[config.mk]
export PLATFORM = sky130hd
export DESIGN_NAME = pipe_hazard_ctrl
export DESIGN_NICKNAME = d
export VERILOG_FILES = /design/src/rtl/pipe_hazard_ctrl.sv
export SDC_FILE = /design/constraint.sdc
export NUM_CORES = 1
export LEC_CHECK = 0
export CELL_PAD_IN_SITES_DETAIL_PLACEMENT = 1
export CELL_PAD_IN_SITES_GLOBAL_PLACEMENT = 1
export CORE_MARGIN = 2
export CORE_UTILIZATION = 38
export CTS_CLUSTER_SIZE = 14
export DETAILED_ROUTE_END_ITERATION = 7
export PLACE_DENSITY = 0.83
export SYNTH_ARGS = -nofsm -noshare
export SYNTH_HDL_FRONTEND = slang
export SYNTH_SLANG_ARGS = --single-unit
[constraint.sdc]
create_clock -name clk -period 4.5 [get_ports clk]
set_clock_uncertainty 0.15 [all_clocks]
set_input_delay 0.675 -clock clk [delete_from_list [all_inputs] [get_ports clk]]
set_output_delay 0.675 -clock clk [all_outputs]
set_load 0.02 [all_outputs]
[src/rtl/pipe_hazard_ctrl.sv]
// Y86-64 pipeline control: stall/bubble decisions, sticky halt FSM
// and saturating hazard event counters.
module pipe_hazard_ctrl #(
  parameter int CNT_W = 32
) (
  input  logic             clk,
  input  logic             reset,
  input  logic [3:0]       D_icode,
  input  logic [3:0]       d_srcA,
  input  logic [3:0]       d_srcB,
  input  logic [3:0]       E_icode,
  input  logic [3:0]       E_dstM,
  input  logic             e_Cnd,
  input  logic [3:0]       M_icode,
  input  logic [1:0]       m_stat,
  input  logic [1:0]       W_stat,
  output logic             F_stall,
  output logic             D_stall,
  output logic             D_bubble,
  output logic             E_bubble,
  output logic             M_bubble,
  output logic             W_stall,
  output logic             halted,
  output logic [CNT_W-1:0] lu_cnt,
  output logic [CNT_W-1:0] mp_cnt,
  output logic [CNT_W-1:0] ret_cnt
);

  localparam logic [1:0] S_RUN   = 2'd0;
  localparam logic [1:0] S_DRAIN = 2'd1;
  localparam logic [1:0] S_HALT  = 2'd2;

  localparam logic [3:0] I_MRMOVQ = 4'h5;
  localparam logic [3:0] I_JXX    = 4'h7;
  localparam logic [3:0] I_RET    = 4'h9;
  localparam logic [3:0] I_POPQ   = 4'hB;
  localparam logic [3:0] R_NONE   = 4'hF;
  localparam logic [1:0] ST_AOK   = 2'd0;

  logic [1:0]       state_q, state_d;
  logic [CNT_W-1:0] lu_q, lu_d;
  logic [CNT_W-1:0] mp_q, mp_d;
  logic [CNT_W-1:0] ret_q, ret_d;

  logic loaduse, mispred, retp;
  logic exc_m, exc_w, is_halt;

  assign loaduse = (E_icode == I_MRMOVQ || E_icode == I_POPQ)
                && (E_dstM != R_NONE)
                && (E_dstM == d_srcA || E_dstM == d_srcB);
  assign mispred = (E_icode == I_JXX) && !e_Cnd;
  assign retp    = (D_icode == I_RET) || (E_icode == I_RET)
                || (M_icode == I_RET);
  assign exc_m   = (m_stat != ST_AOK);
  assign exc_w   = (W_stat != ST_AOK);
  assign is_halt = (state_q == S_HALT);

  always_comb begin
    state_d = state_q;
    unique case (state_q)
      S_RUN: begin
        if (exc_w)      state_d = S_HALT;
        else if (exc_m) state_d = S_DRAIN;
      end
      S_DRAIN: begin
        if (exc_w)       state_d = S_HALT;
        else if (!exc_m) state_d = S_RUN;
      end
      default: state_d = S_HALT;
    endcase
  end

  // Loaduse wins over ret so D is never stalled and bubbled together.
  always_comb begin
    F_stall  = 1'b1;
    D_stall  = 1'b1;
    D_bubble = 1'b0;
    E_bubble = 1'b1;
    M_bubble = 1'b1;
    W_stall  = 1'b1;
    if (!is_halt) begin
      F_stall  = loaduse || retp;
      D_stall  = loaduse;
      D_bubble = mispred || (retp && !loaduse);
      E_bubble = mispred || loaduse;
      M_bubble = exc_m || exc_w || (state_q == S_DRAIN);
      W_stall  = exc_w;
    end
  end

  always_comb begin
    lu_d  = lu_q;
    mp_d  = mp_q;
    ret_d = ret_q;
    if (!is_halt) begin
      if (loaduse && !(&lu_q)) lu_d  = lu_q + 1'b1;
      if (mispred && !(&mp_q)) mp_d  = mp_q + 1'b1;
      if (retp && !(&ret_q))   ret_d = ret_q + 1'b1;
    end
  end

  always_ff @(posedge clk) begin
    if (reset) begin
      state_q <= S_RUN;
      lu_q    <= '0;
      mp_q    <= '0;
      ret_q   <= '0;
    end else begin
      state_q <= state_d;
      lu_q    <= lu_d;
      mp_q    <= mp_d;
      ret_q   <= ret_d;
    end
  end

  assign halted  = is_halt;
  assign lu_cnt  = lu_q;
  assign mp_cnt  = mp_q;
  assign ret_cnt = ret_q;

endmodule
# --- Word-level counts from Yosys, hierarchy flattened ---
# Cells that the tools add are included.
word_totals:
  register_bits: 98
  latch_bits: 0
  ram_bits: 0
  rom_bits: 0
  input_bits: 31
  out_inout_bits: 103
  wordCells: 63
  n_memories: 0
classes:
  addsub: 3
  n_mul: 0
  div: 0
  magnitude_cmp: 0
  n_eq_ne: 13
  shift: 0
  muxes: 11
  bitwise_logic: 1
  reduce_logical: 31
ops:
  columns: ["cell", "n"]
  rows:
  - ["adder 32 x 1 -> 32 bit, second input constant", 3]
  - ["AND reduction 32 bit", 3]
  - ["equality test 4 bit, second input constant", 4]
  - ["logical OR 1 bit", 9]
  - ["equality test 4 x 3 -> 1 bit, second input constant", 2]
  - ["equality test 4 bit", 2]
  - ["2-to-1 mux 2 bit", 4]
  - ["AND reduction 2 bit", 4]
  - ["logical AND 1 bit", 7]
  - ["2-to-1 mux 1 bit", 6]
  - ["inequality test 3 bit, second input constant", 2]
  - ["logical NOT 1 bit", 5]
  - ["inequality test 4 bit, second input constant", 1]
  - ["case mux 2 bit (2 select lines)", 1]
  - ["nonzero test 2 bit", 2]
  - ["equality test 2 x 1 -> 1 bit, second input constant", 1]
  - ["equality test 2 bit, second input constant", 1]
  - ["logical NOT 2 bit", 1]
  - ["inverter 1 bit", 1]

# --- Logic depth before layout (Yosys ltp) ---
logic_depth:
  word_depth: 8
  depth_mapped: 9

# --- Least setup slack after synthesis ---
# OpenSTA, ideal clock, no wires.
synth_path:
  path_kind: "reg2reg"
  from: "reg lu_q[0], in the netlist lu_cnt[0]"
  to: "reg lu_q[23], in the netlist lu_cnt[23]"
  arrival_time_ns: 2.255
  required_ns: 4.229
  setup_slack_ns: 1.973
  path_stages_with_launch: 9
  path_buffers: 1
  period_less_slack_ns: 2.527
  cell_sequence: "dfxtp_1 ha_1 nand2_1 or3_1 buf_2 nor4_4 nor3_2 nor4b_4 mux2_4"
synth_via:
  elab_chain_len: 4
synth_rtl:
  columns: ["element", "line", "rtl"]
  rows:
  - ["start, declared", "41", "logic [CNT_W-1:0] lu_q, lu_d;"]
  - ["start signal, assigned", "110", "lu_q <= lu_d;"]
  - ["parallel branches: the longest is 4 deep, another holds adder 32 x 1 -> 32 bit", null, null]
# Several ways; the timed one is not identified.
# A chain may end at the register's enable or synchronous reset.

# --- Worst setup path after layout ---
layout_path:
  from: "in E_dstM[0]"
  to: "out F_stall"
layout_via:
  elab_chain_len: 5
layout_rtl:
  columns: ["element", "line", "rtl"]
  rows:
  - ["start, declared", "12", "input logic [3:0] E_dstM,"]
  - ["inequality test 4 bit / equality test 4 bit (equally long branches)", "49, 50", null]
  - ["logical AND 1 bit / logical OR 1 bit (equally long branches)", "49, 50", null]
  - ["logical AND 1 bit *", "50", "&& (E_dstM == d_srcA || E_dstM == d_srcB);"]
  - ["logical OR 1 bit *", "82", "F_stall = loaduse || retp;"]
  - ["2-to-1 mux 1 bit *", "81", "if (!is_halt) begin"]
  - ["end, declared", "17", "output logic F_stall,"]
# Every way passes the cells marked *; elsewhere a longest branch is shown, timed or not.

==> results by group <==
Status
  – Status: finished clean

Clocking
  – PostCTS Resize Cnt: 0
  – Postcts setup bufs: 0
  – # H-tree levels: 3
  – # hold bufs at CTS: 0
  – Clk slew on worst S/H paths: 0.06 ns
  – TritonCTS Buffers: 9
  – Max clock buf depth: 2
  – Clock Latency Late Sink: 0.35 ns
  – Clock Sink Count: 98
  – CTS tree: yes
  – Root buffer cell: clkbuf_16

Pwr
  – P_leak: 2.06 nW
  – PnR Total Power: 1.66 mW
  – Total power per unit cell area: 245 nW/um^2
  – Switching Fraction: 22.6%
  – Net switching power: 0.375 mW
  – Clock Power Share: 41.3%
  – Reg power frac: 52.6%
  – Internal Power: 1.28 mW
  – Combinational share of power: 6.1%
  – Peak supply drop: 129 uV

Global routing
  – Vias in the first global route: 5116
  – Initial antenna violation count: 0
  – Total GRT Usage: 22.2%
  – Largest net degree at the start of global routing: 48
  – First-pass GRT wire length: 25500 um
  – Total grt overflow: 0

Worst hold path
  – Worst min-delay path class: reg2reg
  – Hold path endpoint: mp_cnt[4]$_SDFFE_PP0P_
  – Hold path depth: 2
  – Hold_sp: mp_cnt[4]$_SDFFE_PP0P_

Worst setup path
  – Crit Path Class: in2out
  – FF-to-FF path depth: 7
  – Worst reg2reg path startpoint: lu_cnt[0]$_SDFFE_PP0P_
  – Worst setup EP type: output port
  – Arrival time worst endpoint: 2.81 ns
  – R2R Path End: lu_cnt[23]$_SDFFE_PP0P_
  – Crit Path Max Fanout: 3
  – WP data required: 3.67 ns
  – CP Launch Type: input pin
  – Worst reg-to-reg setup slack: 1.33 ns

Floorplan
  – Die W: 119 um
  – Number of core rows: 42
  – Die Y-Extent: 119 um
  – I/O pin cnt: 134
  – Die ar.: 14200 um^2
  – Core ar.: 13100 um^2
  – Starting Density: 38.4%

Finish
  – Nets@finish: 764
  – Multi-input combinational cell area: 2940 um^2
  – Area Overhead vs Synth: 34.4%
  – Diode count: 0
  – Filler instances: 1554
  – Non-Filler Instances: 908
  – FF+latch area: 1960 um^2
  – Share of cells above drive strength 1: 4.37%

Routing
  – Wire per inst: 17.5 um
  – Final antenna-violating net count: 0
  – Total number of vias: 4999
  – Routed WL: 15900 um
  – Vias per cell: 5.51
  – Number of DRC markers in iteration 0: 269
  – # DRC: 0
  – First-pass DRT Iterations: 4

Timing
  – RSZ-0062 raised after global routing: false
  – Setup TNS: 0 ns
  – Slew Limit Fails: 0
  – Endpoints failing hold: 0
  – Rel. slew slack: 27.4%
  – Setup violators final: 0
  – Final period utilization: 80.9%
  – Max Freq: 275 MHz
  – Worst-Margin Slew: 1.08 ns
  – Min Clock Period, post-route: 3.64 ns

Synthesis
  – Ys flop type: dfxtp_1
  – Synthesis Warnings: 0
  – Mapped Cells: 604
  – Mean Syn Cell Area: 8.32 um^2
  – Ys async rst share: 0%
  – Top cell type by total area after synthesis: dfxtp_1
  – Post-synth top area share: 39.1%
  – Syn_nets: 638
  – Synth Register Bits: 98
  – Synthesized area: 5020 um^2
  – Netlist cell types: 55
  – Top post-synthesis cells by area: dfxtp_1 (39%), xnor2_1 (12%), nor2_1 (7.1%)
  – Sequential share of the synthesized area: 39.1%
  – Number of synthesized flops with an enable pin: 0

Placed design
  – Placed cells: 895
  – Final Wtd Congestion: 0.836
  – IO Port Bufs: 133
  – Dpl hpwl: 11700 um

Job
  – Max-cap viol count: 0
==> synthesized netlist by cell type (all sizes together) (3+ instances only) <==
library cell and n:
a21oi 16, and2 5, and3 10, and4 11
buf 7, clkbuf 15, dfxtp 98, ha 3
inv 10, nand2 40, nand2b 3, nand3 38
nand4 32, nor2 95, nor2b 3, nor3 39
nor3b 4, nor4 24, nor4bb 3, o21ai 11
o31ai 5, or2 4, or3 15, or4 4
xnor2 67, xor2 18
==> worst max-delay path, cell delays in order <==
cell,delay [ns]
clkdlybuf4s50_1,0.49
xnor2_1,0.24
nand4_1,0.24
a21o_1,0.25
and2_1,0.19
nand4_1,0.08
clkdlybuf4s50_1,0.64
==> stage by stage <==
stage	worst slack (ns)	hold WS, ns	instance area [um^2]	util [%]
2_1_floorplan	1.97	0.339	5020	-
3_3_place_gp	0.927	0.334	6510	49.8
3_5_place_dp	0.858	0.353	6510	49.8
4_1_cts	0.858	0.362	6750	51.6
5_1_grt	0.792	0.405	6750	51.6
6_report	0.861	0.360	6750	51.6
==> flip-flops by register name, indices dropped and copies added, names as in the netlist <==
register / flops
state_q: 2
ret_cnt: 32
lu_cnt: 32
mp_cnt: 32
==> per-layer routing <==
metal | global-route usage (%) | vias to the layer above | wire length, um
met5 | 0 | - | 0
met4 | 8.71 | 0 | 358
met3 | 3.59 | 24 | 566
met2 | 40.2 | 117 | 8180
met1 | 26.1 | 2465 | 6780
li1 | - | 2393 | -
==> power by group through the flow <==
stage	Sequential [mW]	Combinational, mW	Clock [mW]
3_3_place_gp	0.891	0.0974	0
3_5_place_dp	0.891	0.102	0
2_1_floorplan	0.892	0.0447	0
6_report	0.871	0.102	0.684
5_1_grt	0.871	0.108	0.739
4_1_cts	0.871	0.102	0.701
==> placed cells by master (no fill, tap or decap), types with 2 or more instances in the layout <==
| cell | Yosys | final |
|---|---|---|
| clkdlybuf4s50_1 | 0 | 132 |
| dfxtp_1 | 98 | 98 |
| nor2_1 | 95 | 95 |
| xnor2_1 | 67 | 67 |
| nand2_1 | 40 | 40 |
| nor3_1 | 38 | 38 |
| nand3_1 | 37 | 37 |
| nand4_1 | 32 | 32 |
| nor4_1 | 22 | 22 |
| xor2_1 | 18 | 18 |
| a21oi_1 | 16 | 16 |
| or3_1 | 15 | 15 |
| and4_1 | 11 | 11 |
| o21ai_0 | 11 | 11 |
| inv_1 | 10 | 10 |
| and3_1 | 10 | 10 |
| clkbuf_16 | 0 | 9 |
| and2_1 | 5 | 5 |
| or2_2 | 4 | 4 |
| nor3b_1 | 4 | 4 |
| buf_4 | 1 | 4 |
| nor4bb_1 | 3 | 3 |
| o31ai_1 | 4 | 3 |
| nor2b_1 | 3 | 3 |
| or4_1 | 3 | 3 |
| ha_1 | 3 | 3 |
| clkbuf_1 | 15 | 3 |
| nand2b_1 | 2 | 2 |
| o211ai_1 | 2 | 2 |
| a21o_1 | 2 | 2 |
| or4bb_1 | 2 | 2 |
| o31ai_2 | 1 | 2 |
| a211o_1 | 2 | 2 |
==> cell families (layout without fill, tap and decap cells) <==
group | after synthesis | count (layout) | share of synthesized area [%]
and+or+nand+nor | 338 | 338 | 36.0
DFF | 98 | 98 | 39.1
xor gates and xnor gates | 85 | 85 | 14.8
AOI/OAI and AO/OA | 45 | 45 | 6.08
buffers and inverters | 32 | 160 | 2.59
adders and majority gates | 3 | 3 | 0.747
muxes | 3 | 3 | 0.722
==> cell type report <==
cell class                 instances  share of cell area [%]
clock buffer                      12                    3.50
tap                              176                    3.26
timing repair buffer             137                    20.1
clock inverter                     1                  0.0741
multi-input combinational        474                    43.5
sequential                        98                    29.0
inverter                          10                   0.556
==> worst max-delay path by stage <==
stage | from | end | slack (ns) | cells after the start
6_report | E_dstM[0] | F_stall | 0.86 | 7
5_1_grt | E_dstM[0] | F_stall | 0.79 | 7
4_1_cts | E_icode[3] | D_bubble | 0.86 | 5
3_5_place_dp | E_icode[3] | D_bubble | 0.86 | 5
3_3_place_gp | E_icode[3] | D_bubble | 0.93 | 5
2_1_floorplan | lu_cnt[0]$_SDFFE_PP0P_ | lu_cnt[23]$_SDFFE_PP0P_ | 1.97 | 8
No activity file was read; power rests on OpenSTA's default activity.
==> patch 1: new RTL, config.mk and constraints unchanged <==
Put one more register stage on the output `lu_cnt`. The value now appears one clock later. The other outputs are not delayed to match.
--- a/src/rtl/pipe_hazard_ctrl.sv
+++ b/src/rtl/pipe_hazard_ctrl.sv
@@ -114,7 +114,9 @@
   end
 
   assign halted  = is_halt;
-  assign lu_cnt  = lu_q;
+  always_ff @(posedge clk) begin
+    lu_cnt <= lu_q;
+  end
   assign mp_cnt  = mp_q;
   assign ret_cnt = ret_q;
 
Behaviour: not the same (a bounded check fails within 4 cycles, from zero or initial values and one cycle with reset high).
==> patch 1 against the unedited design <==
Routed wire length increased by 2.2%. Sequential share of layout area increased by 5.1 points. Synthesized area increased by 11%. Setup slack got worse by 0.16 ns. Cell area increased by 13%. Total power increased by 56%. Sequential cell count increased by 32. Critical path type unchanged. Highest routed layer unchanged.
==> patch 1: results (changes against the unedited design) <==
- CTS buffer count: 17 (+8)
- Pre-Repair DR Iteration Count: 4 (unchanged)
- LEAKAGE: 2.608 nW (+26%)
- Via count: 5027 (+0.56%)
- Critical-path top delay cell: clkdlybuf4s50_1
- Clk_lat worst skew: 0.42 ns (+0.07 ns)
- Global-route wire length before repair: 27070 um (+6.2%)
- Nets: 781 (+2.2%)
- Seq/Total Area, Yosys: 46.75% (+7.7 points)
- Mux contribution to synthesized area: 0.7867% (+0.064 points)
- Slew HR: 31.15% (+3.7 points)
- Async SR Flop Fraction: 0% (unchanged)
- GPL Wtd Cong: 0.8078 (-3.4%)
- Cells on worst reg2reg path: 7 (unchanged)
- Drt wl/cell: 17.20 um (-1.6%)
- Global-route usage over all layers: 21.18% (-1.0 points)
- Postcts setup bufs: 0 (unchanged)
- Most area-consuming cells after synthesis: dfxtp_1 47%, xor2_1 8.5%, nor2_1 6.7%, xnor2_1 5.7%, nand4_1 5.5%
- Diode count: 0 (unchanged)
- CP Data Arrival Time: 2.98 ns (+0.17 ns)
- Compound-Gate Fraction of Synth Area: 3.394% (-2.7 points)
- Vias in the first global route: 5369 (+4.9%)
- Status: finished, final reports clean
- Synth Area in XOR/XNOR: 14.16% (-0.66 points)
- Adder-Cell Fraction of Synth Area: 0.6743% (-0.073 points)
- Layout filler cell count: 1671 (+7.5%)
- Worst Hold Path EP: lu_cnt[29]$_DFF_P_
- Post-synth cell types: 52 (-5.5%)
- Peak VDD IR: 0.2444 mV (+90%)
- Syn_nets: 647 (+1.4%)
- Largest net degree at the start of global routing: 56 (+17%)
- Worst flop-to-flop path endpoint: lu_q[31]$_SDFFE_PP0P_
- DRT iter0 DRCs: 249 (-7.4%)
- Hold Crit Depth: 0 (-2)
- Register clock-pin slew on the reported worst setup and hold paths: 0.06 ns (about the same)
- DP HPWL: 11580 um (-1.3%)
- Top post-synthesis cells by count: 130 x dfxtp_1, 100 x nor2_1, 54 x xor2_1
- H-Tree Depth: 4 (+1)
- Synth top area share: 46.75% (+7.7 points)
- Hold WS: 0.2324 ns (-0.1272 ns)
- RR Startpoint: lu_q[0]$_SDFFE_PP0P_
- HP Start: lu_q[29]$_SDFFE_PP0P_
- Layout cells sized above 1: 6.588% (+2.2 points)
## patch 1: worst max-delay path, delay by kind of cell
family / cells / cell delay, ns
AO/OA/AOI/OAI: 2 / 0.30
AND/OR/NAND/NOR: 3 / 0.64
buffers and inverters: 2 / 1.13
XOR/XNOR: 1 / 0.23
## patch 1: kinds of logic after synthesis
family                     count (synthesis)
xor gates and xnor gates                  90
buffers and inverters                     29
adders and majority gates                  3
DFF                                      130
AOI/OAI and AO/OA                         27
muxes                                      4
and+or+nand+nor                          330
## patch 1: stage by stage
step | worst slack, ns | power [mW] | utilization (%) | area (um^2) | cells
floorplan | 1.990 | 1.226 | - | 5567 | 613
global placement | 0.8464 | 1.278 | 48.91 | 7054 | 912
detailed placement | 0.7202 | 1.282 | 48.91 | 7054 | 912
finish | 0.6974 | 2.588 | 52.86 | 7625 | 943
global route | 0.6155 | 2.674 | 52.86 | 7625 | 943
CTS | 0.7019 | 2.612 | 52.86 | 7625 | 943
## patch 1: area by class of cell
type | count | area [um^2] | area share, %
Tap cell | 184 | 230.2 | 3.019
Clock inverter | 10 | 110.1 | 1.444
Timing Repair Buffer | 136 | 1349 | 17.69
Inverter | 8 | 32.53 | 0.4266
Clock buffer | 21 | 460.4 | 6.039
Sequential cell | 130 | 2603 | 34.13
Multi-Input combinational cell | 454 | 2840 | 37.25
## patch 1: layer usage
| metal | vias to the layer above | wire [um] | share of wire [%] | GRT usage [%] |
|---|---|---|---|---|
| li1 | 2411 | - | - | - |
| met5 | - | 0 | 0 | 0 |
| met2 | 120 | 8125 | 50 | 36.96 |
| met3 | 31 | 662 | 4.1 | 4.792 |
| met1 | 2465 | 7114 | 44 | 25.23 |
| met4 | 0 | 321 | 2.0 | 8.497 |
## patch 1: worst max-delay path by stage
stage                          start                 endpoint
after floorplan           E_icode[3]  mp_cnt[25]$_SDFFE_PP0P_
after global placement     E_dstM[2]                 E_bubble
after detailed placement   E_dstM[2]                 E_bubble
after CTS                  E_dstM[2]                 E_bubble
after global routing       E_dstM[2]                 E_bubble
final                      E_dstM[2]                 E_bubble
## patch 1: power breakdown
part,internal (mW),switching (mW)
Combinational,0.0466,0.0537
Clock,0.836,0.495
Sequential,1.15,0.00294
Total,2.04,0.552
==> patch 2: new RTL, config.mk and constraints unchanged <==
Made on the original files. The parameter `CNT_W` goes from 32 to 16.
--- a/src/rtl/pipe_hazard_ctrl.sv
+++ b/src/rtl/pipe_hazard_ctrl.sv
@@ -1,7 +1,7 @@
 // Y86-64 pipeline control: stall/bubble decisions, sticky halt FSM
 // and saturating hazard event counters.
 module pipe_hazard_ctrl #(
-  parameter int CNT_W = 32
+  parameter int CNT_W = 16
 ) (
   input  logic             clk,
   input  logic             reset,
Interface: changed (resized lu_cnt, mp_cnt and ret_cnt); port bits go from 134 to 86. The function was not compared with the original's and may differ.
==> patch 2 against the unedited design <==
Setup slack got worse by 0.23 ns. Count of clock-buffer cells in the layout shrank 5. Routed wire length fell by 51%. Critical path depth is the same. Total power decreased by 53%. Sequential cell count shrank 48. Synthesized area is 45% lower. Critical path type unchanged. Die area is 44% lower. Non-clock buffer count shrank 52. Largest power group unchanged. Cell area down 45%.
==> patch 2: results (changes against the unedited design) <==
- Global-route usage over all layers: 20.07% (-2.2 points)
- Combinational power share: 10.8% (+4.7 points)
- Global-route wire length before repair: 12590 um (-51%)
- Seq/Total Area, Yosys: 36.48% (-2.6 points)
- DP HPWL: 5688 um (-52%)
- Most area-consuming cells after synthesis: dfxtp_1 36%, xnor2_1 5.7%, xor2_1 5.7%, nor2_1 5.6%, nand3_1 3.1%
- Peak VDD IR: 0.1335 mV (+3.6%)
- DP Cell Count: 487 (-46%)
- Sw frac: 23.79% (+1.2 points)
- Hold WS: 0.3515 ns (-0.008092 ns)
- Via count: 2733 (-45%)
- Register clock-pin slew on the reported worst setup and hold paths: 0.09 ns (+0.03 ns)
- Met1 Usage GRT: 26.56% (+0.42 points)
- CP Data Arrival Time: 3.05 ns (+0.24 ns)
- Met2 Wirelength: 3682 um (-55%)
- Status: finished, final reports clean
- Final WS setup: 0.6265 ns (-0.2345 ns)
- Clock Power: 250 uW (-63%)
- Via density: 5.532 (+0.49%)
- Top post-synthesis cells by count: 50 x dfxtp_1, 41 x nor2_1, 18 x xnor2_1, 18 x xor2_1
- Worst stage delay on the critical path: 0.60 ns (-0.04 ns)
- Vias in the first global route: 2621 (-49%)
- Post-synth cell types: 47 (-15%)
- Metal-1 WL: 3635 um (-46%)
- H-Tree Depth: 2 (-1)
==> patch 2: changes by cell type after synthesis, moves of 8 or more <==
cell,delta
nor2_1,-54
xnor2_1,-49
dfxtp_1,-48
nor3_1,-35
nand2_1,-23
nand3_1,-20
nand4_1,-19
nor4_1,-19
or3_1,-14
a2111oi_0,+8
==> patch 2: layout make-up <==
| type | instances | area [um^2] |
|---|---|---|
| fill | 839 | 3189 |
| multi-input combinational | 247 | 1640 |
| sequential | 50 | 1001 |
| timing repair buffer | 85 | 845.8 |
| tap | 96 | 120.1 |
| clock buffer | 7 | 76.32 |
| inverter | 9 | 33.78 |
==> patch 2: path summary, 6_finish.rpt <==
path / cells past startpoint / start / endpoint
worst max-delay path: 7 / E_dstM[1] / E_bubble
worst min-delay path: 2 / lu_cnt[12]$_SDFFE_PP0P_ / lu_cnt[12]$_SDFFE_PP0P_
worst max register to register: 5 / lu_cnt[9]$_SDFFE_PP0P_ / lu_cnt[6]$_SDFFE_PP0P_
worst min register to register: 2 / lu_cnt[12]$_SDFFE_PP0P_ / lu_cnt[12]$_SDFFE_PP0P_
==> patch 2: stage by stage <==
stage / power (mW) / area [um^2]
after CTS: 0.7895 / 3717
after floorplan: 0.4939 / 2744
after global routing: 0.8139 / 3717
after detailed placement: 0.5407 / 3641
final: 0.7799 / 3717
after global placement: 0.5389 / 3641
==> patch 2: cells by family (layout without fill, tap and decap cells) <==
group | after synthesis | in the layout | synth area share (%)
buffers and inverters | 24 | 101 | 3.739
AND/OR/NAND/NOR | 147 | 147 | 30.32
multiplexers | 6 | 6 | 2.371
AO/OA/AOI/OAI | 55 | 55 | 14.23
flip-flops | 50 | 50 | 36.48
XOR/XNOR | 36 | 36 | 11.49
adder cells (fa/ha/maj) | 3 | 3 | 1.368
